===== config.mk =====
export PLATFORM = sky130hd
export DESIGN_NAME = score_bin2bcd_seq_flat
export DESIGN_NICKNAME = d
export VERILOG_FILES = /design/src/rtl/score_bin2bcd_seq_if.sv /design/src/rtl/score_bin2bcd_seq.sv /design/src/flat_wrapper.sv
export SDC_FILE = /design/constraint.sdc
export NUM_CORES = 1
export LEC_CHECK = 0
export ABC_AREA = 0
export BUFFER_PORTS_ARGS = -buffer_cell sky130_fd_sc_hd__buf_2
export CAP_MARGIN = 25
export CELL_PAD_IN_SITES_DETAIL_PLACEMENT = 1
export CELL_PAD_IN_SITES_GLOBAL_PLACEMENT = 2
export CORE_ASPECT_RATIO = 0.6
export CORE_MARGIN = 2
export CORE_UTILIZATION = 32
export DETAILED_ROUTE_END_ITERATION = 8
export PLACE_DENSITY = 0.74
export SETUP_SLACK_MARGIN = 0.05
export SYNTH_ARGS = -nofsm -noshare
export SYNTH_HDL_FRONTEND = slang
export SYNTH_SLANG_ARGS = --single-unit

===== constraint.sdc =====
create_clock -name clk -period 1.45 [get_ports clk]
set_input_delay 0.0725 -clock clk [delete_from_list [all_inputs] [get_ports clk]]
set_output_delay 0.0725 -clock clk [all_outputs]
set_load 0.01 [all_outputs]

===== src/rtl/score_bin2bcd_seq_if.sv =====
// Handshake bundle for the iterative binary-to-BCD converter.
// Master drives start/bin_in; slave returns status and result.
interface score_bin2bcd_seq_if #(
  parameter int BIN_W  = 16,
  parameter int DIGITS = 5
);
  logic                  start;
  logic [BIN_W-1:0]      bin_in;
  logic                  busy;
  logic                  done;
  logic [4*DIGITS-1:0]   bcd_out;
  logic                  ovf;
  logic [DIGITS-1:0]     blank;

  modport master (
    output start,
    output bin_in,
    input  busy,
    input  done,
    input  bcd_out,
    input  ovf,
    input  blank
  );

  modport slave (
    input  start,
    input  bin_in,
    output busy,
    output done,
    output bcd_out,
    output ovf,
    output blank
  );
endinterface


===== src/rtl/score_bin2bcd_seq.sv =====
// Iterative shift-and-add-3 binary to BCD converter, one bit per clock.
// Optional leading-zero mask enabled by macro BCD_BLANK_EN.
module score_bin2bcd_seq #(
  parameter int BIN_W  = 16,
  parameter int DIGITS = 5
) (
  input  logic               clk,
  input  logic               rst_n,
  score_bin2bcd_seq_if.slave bus
);

  localparam int BW = 4 * DIGITS;
  localparam int AW = BW + 4;
  localparam int CW = $clog2(BIN_W + 1);
  localparam logic [CW-1:0] LAST = CW'(BIN_W - 1);

  function automatic logic [63:0] pow10(input int n);
    logic [63:0] p;
    p = 64'd1;
    for (int i = 0; i < n; i++) begin
      p = p * 64'd10;
    end
    return p;
  endfunction

  localparam logic [63:0] LIMIT = pow10(DIGITS);

  typedef enum logic [1:0] {
    IDLE,
    SHIFT,
    DONE
  } state_t;

  state_t           state_q;
  state_t           state_d;
  logic             accept;
  logic             last_bit;
  logic [BIN_W-1:0] sh_q;
  logic [AW-1:0]    acc_q;
  logic [AW-1:0]    acc_adj;
  logic [AW-1:0]    acc_nx;
  logic [CW-1:0]    cnt_q;
  logic             ovf_pend_q;
  logic [BW-1:0]    bcd_q;
  logic [BW-1:0]    bcd_nx;
  logic             ovf_q;

  assign last_bit = (cnt_q == LAST);

  // State register
  always_ff @(posedge clk or negedge rst_n) begin
    if (!rst_n) begin
      state_q <= IDLE;
    end else begin
      state_q <= state_d;
    end
  end

  // Next state and accept strobe; start honoured in IDLE and DONE only
  always_comb begin
    state_d = state_q;
    accept  = 1'b0;
    unique case (state_q)
      IDLE: begin
        if (bus.start) begin
          accept  = 1'b1;
          state_d = SHIFT;
        end
      end
      SHIFT: begin
        if (last_bit) begin
          state_d = DONE;
        end
      end
      DONE: begin
        if (bus.start) begin
          accept  = 1'b1;
          state_d = SHIFT;
        end else begin
          state_d = IDLE;
        end
      end
      default: begin
        state_d = IDLE;
      end
    endcase
  end

  // Add 3 to every nibble >= 5 (guard nibble included) before the shift
  always_comb begin
    acc_adj = acc_q;
    for (int i = 0; i <= DIGITS; i++) begin
      if (acc_q[4*i +: 4] >= 4'd5) begin
        acc_adj[4*i +: 4] = acc_q[4*i +: 4] + 4'd3;
      end
    end
  end

  // Carry out of the guard nibble is dropped; ovf covers that range
  assign acc_nx = AW'({acc_adj, sh_q[BIN_W-1]});
  assign bcd_nx = ovf_pend_q ? {DIGITS{4'h9}} : acc_nx[BW-1:0];

  // Working registers: load on accept, shift one bit per SHIFT cycle
  always_ff @(posedge clk or negedge rst_n) begin
    if (!rst_n) begin
      sh_q       <= '0;
      acc_q      <= '0;
      cnt_q      <= '0;
      ovf_pend_q <= 1'b0;
    end else if (accept) begin
      sh_q       <= bus.bin_in;
      acc_q      <= '0;
      cnt_q      <= '0;
      ovf_pend_q <= (64'(bus.bin_in) >= LIMIT);
    end else if (state_q == SHIFT) begin
      sh_q       <= sh_q << 1;
      acc_q      <= acc_nx;
      cnt_q      <= cnt_q + CW'(1);
    end
  end

  // Result registers updated on the final shift, held until the next one
  always_ff @(posedge clk or negedge rst_n) begin
    if (!rst_n) begin
      bcd_q <= '0;
      ovf_q <= 1'b0;
    end else if ((state_q == SHIFT) && last_bit) begin
      bcd_q <= bcd_nx;
      ovf_q <= ovf_pend_q;
    end
  end

`ifdef BCD_BLANK_EN
  logic [DIGITS-1:0] blank_q;

  function automatic logic [DIGITS-1:0] lead_zero(input logic [BW-1:0] v);
    logic              z;
    logic [DIGITS-1:0] m;
    z = 1'b1;
    m = '0;
    for (int i = DIGITS - 1; i >= 1; i--) begin
      z    = z & (v[4*i +: 4] == 4'd0);
      m[i] = z;
    end
    return m;
  endfunction

  // Leading-zero mask registered alongside the result; digit 0 always shown
  always_ff @(posedge clk or negedge rst_n) begin
    if (!rst_n) begin
      blank_q <= '0;
    end else if ((state_q == SHIFT) && last_bit) begin
      blank_q <= ovf_pend_q ? '0 : lead_zero(bcd_nx);
    end
  end

  assign bus.blank = blank_q;
`else
  assign bus.blank = '0;
`endif

  assign bus.busy    = (state_q == SHIFT);
  assign bus.done    = (state_q == DONE);
  assign bus.bcd_out = bcd_q;
  assign bus.ovf     = ovf_q;

endmodule


===== src/flat_wrapper.sv =====
// flat-port wrapper written by rule: the top's interface ports become plain ports
module score_bin2bcd_seq_flat 
#(
  parameter int BIN_W  = 16,
  parameter int DIGITS = 5
)
  (clk, rst_n, bus_start, bus_bin_in, bus_busy, bus_done, bus_bcd_out, bus_ovf, bus_blank);
  score_bin2bcd_seq_if #(.BIN_W(BIN_W), .DIGITS(DIGITS)) bus_i ();
  input  logic clk;
  input  logic rst_n;
  input wire logic [$bits(bus_i.start)-1:0] bus_start;
  input wire logic [$bits(bus_i.bin_in)-1:0] bus_bin_in;
  output wire logic [$bits(bus_i.busy)-1:0] bus_busy;
  output wire logic [$bits(bus_i.done)-1:0] bus_done;
  output wire logic [$bits(bus_i.bcd_out)-1:0] bus_bcd_out;
  output wire logic [$bits(bus_i.ovf)-1:0] bus_ovf;
  output wire logic [$bits(bus_i.blank)-1:0] bus_blank;
  assign bus_i.start = bus_start;
  assign bus_i.bin_in = bus_bin_in;
  assign bus_busy = bus_i.busy;
  assign bus_done = bus_i.done;
  assign bus_bcd_out = bus_i.bcd_out;
  assign bus_ovf = bus_i.ovf;
  assign bus_blank = bus_i.blank;
  score_bin2bcd_seq #(.BIN_W(BIN_W), .DIGITS(DIGITS)) u_core (.clk(clk), .rst_n(rst_n), .bus(bus_i));
endmodule

Word level (Yosys, flattened, before mapping):

Cells that the tools add are included.

* equal/unequal tests: 5
* add/subtract/negate cells: 7
* reduce and logical (&&, ||, !) cells: 5
* muxes and demuxes: 18
* order comparisons: 6

Operators with widths (count)
* $mux W24: 2
* $mux W16: 2
* $ge A4 B3 Y1 const B: 6
* $add A4 B2 Y4 const B: 5
* $mux W4: 5
* $mux W5: 2
* $pmux W2 S3: 1
* $add A5 B1 Y5 const B: 1
* $eq A5 B4 Y1 const B: 1
* $mux W2: 2
* $add A3 B2 Y3 const B: 1
* $mux W1: 3
* $mux W3: 1
* $eq A2 B1 Y1 const B: 1
* $eq A2 B2 Y1 const B: 1
* $logic_not A2 Y1: 1
* $ne A2 B1 Y1 const B: 1
* $ne A2 B2 Y1 const B: 1
* $reduce_and A2 Y1: 1
* $reduce_bool A2 Y1: 1
* $reduce_or A2 Y1: 1
* $logic_and A1 B1 Y1: 1

* output and inout bits: 28
* input bits: 19
* flip-flop bits (word level): 67
* word-level logic and storage cells: 46

Logic depth before layout (Yosys ltp):

* word-level depth: 4
* mapped depth: 7
* depth with buffers taken out: 6

Worst setup path after synthesis:

No wires, ideal clock.

* path kind: register to register
* start point: register u_core.cnt_q[0]
* end point: register u_core.bcd_q[1], in the netlist u_core.bus.bcd_out[1]
* setup time: 125 ps
* cell stages (with the launch flop): 7
* period minus slack after synthesis: 1538 ps
* arrival time: 1413 ps
* path slack: -88 ps
* cell sequence: dfrtp_1 ha_1 and3_1 ha_1 nand2_2 inv_2 mux2_4

* longest elaborated chain between the ends: 2

RTL lines
* start, declared: RTL line score_bin2bcd_seq.sv:42 `logic [CW-1:0] cnt_q;`
* start signal, assigned: RTL line score_bin2bcd_seq.sv:118 `cnt_q <= cnt_q + CW'(1);`
* $eq A5 B4 Y1: RTL line score_bin2bcd_seq.sv:48 `assign last_bit = (cnt_q == LAST);`
* $logic_and A1 B1 Y1: RTL line score_bin2bcd_seq.sv:127 `end else if ((state_q == SHIFT) && last_bit) begin`
* end signal, assigned: RTL line score_bin2bcd_seq.sv:128 `bcd_q <= bcd_nx;`
* end, declared: RTL line score_bin2bcd_seq.sv:44 `logic [BW-1:0] bcd_q;`

Every way passes these cells.
A chain may end at the register's enable or synchronous reset.

Worst setup path after layout:

* start point: register u_core.cnt_q[0]
* end point: register u_core.bcd_q[6], in the netlist u_core.bus.bcd_out[6]

Same word-level chain as after synthesis.

==> results.cfg <==
[cells_and_area]
syn_to_final_growth_pct = 49.79
diodes = 0
post-route-util = 0.4923
final_layout_size_suffix_gt1_frac = 0.4261
n_fill_cell = 1014
nets = 432

[floorplanning]
placeableCoreArea_um2 = 9121
start_util = 0.3287
fp.dieArea_um2 = 10180
die_h_um = 78.98
rows = 27
chipWidth_um = 129.0
pin_count = 47

[critical_path]
critical_path_required_ps = 1670
crit_path_end_kind = register
worst-setup-path-type = reg2reg
worstSetupStartpointType = register
crit_fanout = 5
arrival_ps = 1690

[global_route]
grt_use_total = 0.1748
antenna_found_initial = 0
grt_first_pass_wirelength_mm = 13.39
grt_max_degree = 64
overflow = 0
grt_pass1_vias = 2545

[timing]
grt_setup_unrepaired = true
min_period_over_period = 1.015
finalSetupViolCount = 5
worst_slack_ps = -21.43
fmax_mhz = 679.6
maxSlewViolCount = 0
hold_viol_final = 0
fin_skew_ps = 3.009
period_minus_slack_ps = 1471

[clock_network]
h-tree-depth = 3
clkSlewWorstSetupHoldPaths_ps = 50
numCtsBuffers = 9
ctsRootBufferMaster = clkbuf_16
cts_tree = done
cts_buffer_depth = 2
clk_latency_ps = 330
clock-sinks = 63

[placement]
port_buffers = 40
dp_hpwl_mm = 5.003
globalplace.congestion = 0.7915

[logic_synthesis]
yosysTopAreaCellShare = 0.5259
ys_ff_latch = 63
synth_edf_count = 0
synth.most_common_cell = dfrtp_1
syn_area_um2 = 2998
ys_top_cells_by_count = dfrtp_1, nand2_1, o21ai_0
yosys_most_used_dff = dfrtp_1
synth_cell_type_count = 32
yosysTopAreaCell = dfrtp_1
synth_cells = 297
synth_warnings = 0
avgSynthCellArea_um2 = 10.09
synthArstFlopShare = 1.000
synth_area_leaders = dfrtp_1, nand2_1, o21ai_0, ha_1, a22oi_1
ys_seq_area_frac = 0.5259

[routing]
drt-total-wl_mm = 8.405
vias = 2506
ant_nets = 0
drc = 0
viasPerCell = 4.801
post_drt_wl_per_cell_um = 16.10
dr.pass1.iters = 6
drt-initial-drc-count = 115

[pwr]
peakVddDrop_mv = 0.9696
power_density_nw_per_um2 = 2452
power.total_w = 0.01101
leakage_nw = 2.087

[hold_path]
hold_path.class = in2reg

[run_status]
run_status = finished, violations left
violations = setup timing

[job]
maxCapViolations = 0
-- timing repair --
item | 4_1_cts | 5_1_grt
hold endpoints to repair | 79 | 0
setup buffers | 13 | 8
pin swaps | 16 | 11
gates resized for setup | 43 | 46
setup endpoints to repair | 59 | 57
hold buffers | 17 | 0
cloned | 2 | 0
-- cells by family (layout without fill, tap and decap cells) --
family | Yosys count | after routing | synth area share
AND/OR/NAND/NOR | 96 | 98 | 0.1498
AO/OA/AOI/OAI | 77 | 77 | 0.1578
flip-flops | 63 | 63 | 0.5259
buffers and inverters | 33 | 135 | 0.05885
adder cells (fa/ha/maj) | 12 | 12 | 0.05008
multiplexers | 10 | 10 | 0.04174
XOR/XNOR | 5 | 5 | 0.01461
other | 1 | 6 | 0.001251
-- cell type report --
class,count,area [um2],area share
Multi-Input combinational cell,208,1623,0.3614
Inverter,13,61.31,0.01365
Tap cell,116,145.1,0.03232
Clock buffer,16,271.5,0.06046
Timing Repair Buffer,106,808.3,0.1800
Sequential cell,63,1582,0.3522
-- worst paths after layout --
check	from	end	slack [ps]	cells after the start
worst max-delay path	u_core.cnt_q[0]$_DFFE_PN0P_	u_core.bus.bcd_out[6]$_DFFE_PN0P_	-20	6
min in group asynchronous	rst_n	u_core.bus.bcd_out[16]$_DFFE_PN0P_	300	3
worst min-delay path	bus_start	u_core.state_q[0]$_DFFE_PN0P_	40	3
worst min register to register	u_core.bus.bcd_out[14]$_DFFE_PN0P_	u_core.bus.bcd_out[14]$_DFFE_PN0P_	470	2
max in group asynchronous	rst_n	u_core.acc_q[14]$_DFFE_PN0P_	860	3
worst max register to register	u_core.cnt_q[0]$_DFFE_PN0P_	u_core.bus.bcd_out[6]$_DFFE_PN0P_	-20	6
-- metal layers --
layer,share of wire,global-route usage
met5,0,0
met4,0.014,0.05870
met3,0.036,0.04852
met2,0.45,0.2608
met1,0.50,0.2449
-- report_power, final --
group	total [W]	switching, W	leakage [nW]	internal (W)
combinational	0.00570	0.00274	1.18	0.00296
clock	0.00200	0.000749	0.131	0.00125
sequential	0.00331	0.000727	0.781	0.00258
total	0.0110	0.00422	2.09	0.00679
-- registers in the layout, indices dropped and copies added (netlist names) --
name and count:
u_core.acc_q 20, u_core.bus.bcd_out 20, u_core.cnt_q 5, u_core.state_q 2, u_core.sh_q 16
-- through the flow --
stage                     std cells  cell area (um2)  hold WS [ps]  setup TNS, ps  setup WS [ps]
after floorplan                 302             3100        -223.1              0          30.25
after global placement          466             3553         118.6          -4138         -170.3
after detailed placement        466             3553         118.4          -5893         -212.7
after CTS                       514             4285         20.71         -94.90         -24.30
after global routing            522             4491         34.12         -759.5         -70.38
final                           522             4491         36.10         -63.23         -21.43
-- critical path: stages, from the launching register on --
cell and delay, ps:
dfrtp_1 370, ha_2 180, and3_4 180, ha_4 160, nand2_8 70, inv_8 90
mux2_4 300
-- layout by cell type, fill, tap and decap left out, types with 5 or more instances in the layout --
master	n
buf_4	41
nand3_1	6
a22oi_1	14
nand2_1	61
nor3b_1	6
mux2_4	8
buf_2	39
a22o_1	6
ha_4	9
o21ai_0	16
a21oi_4	5
nand2b_4	6
dlygate4sd3_1	17
clkbuf_1	5
inv_2	9
dfrtp_1	59
clkbuf_16	9
conb_1	6
o21ai_2	7
a21oi_1	8
o21ai_1	17
Note: power is estimated with default switching activity, not from simulation.
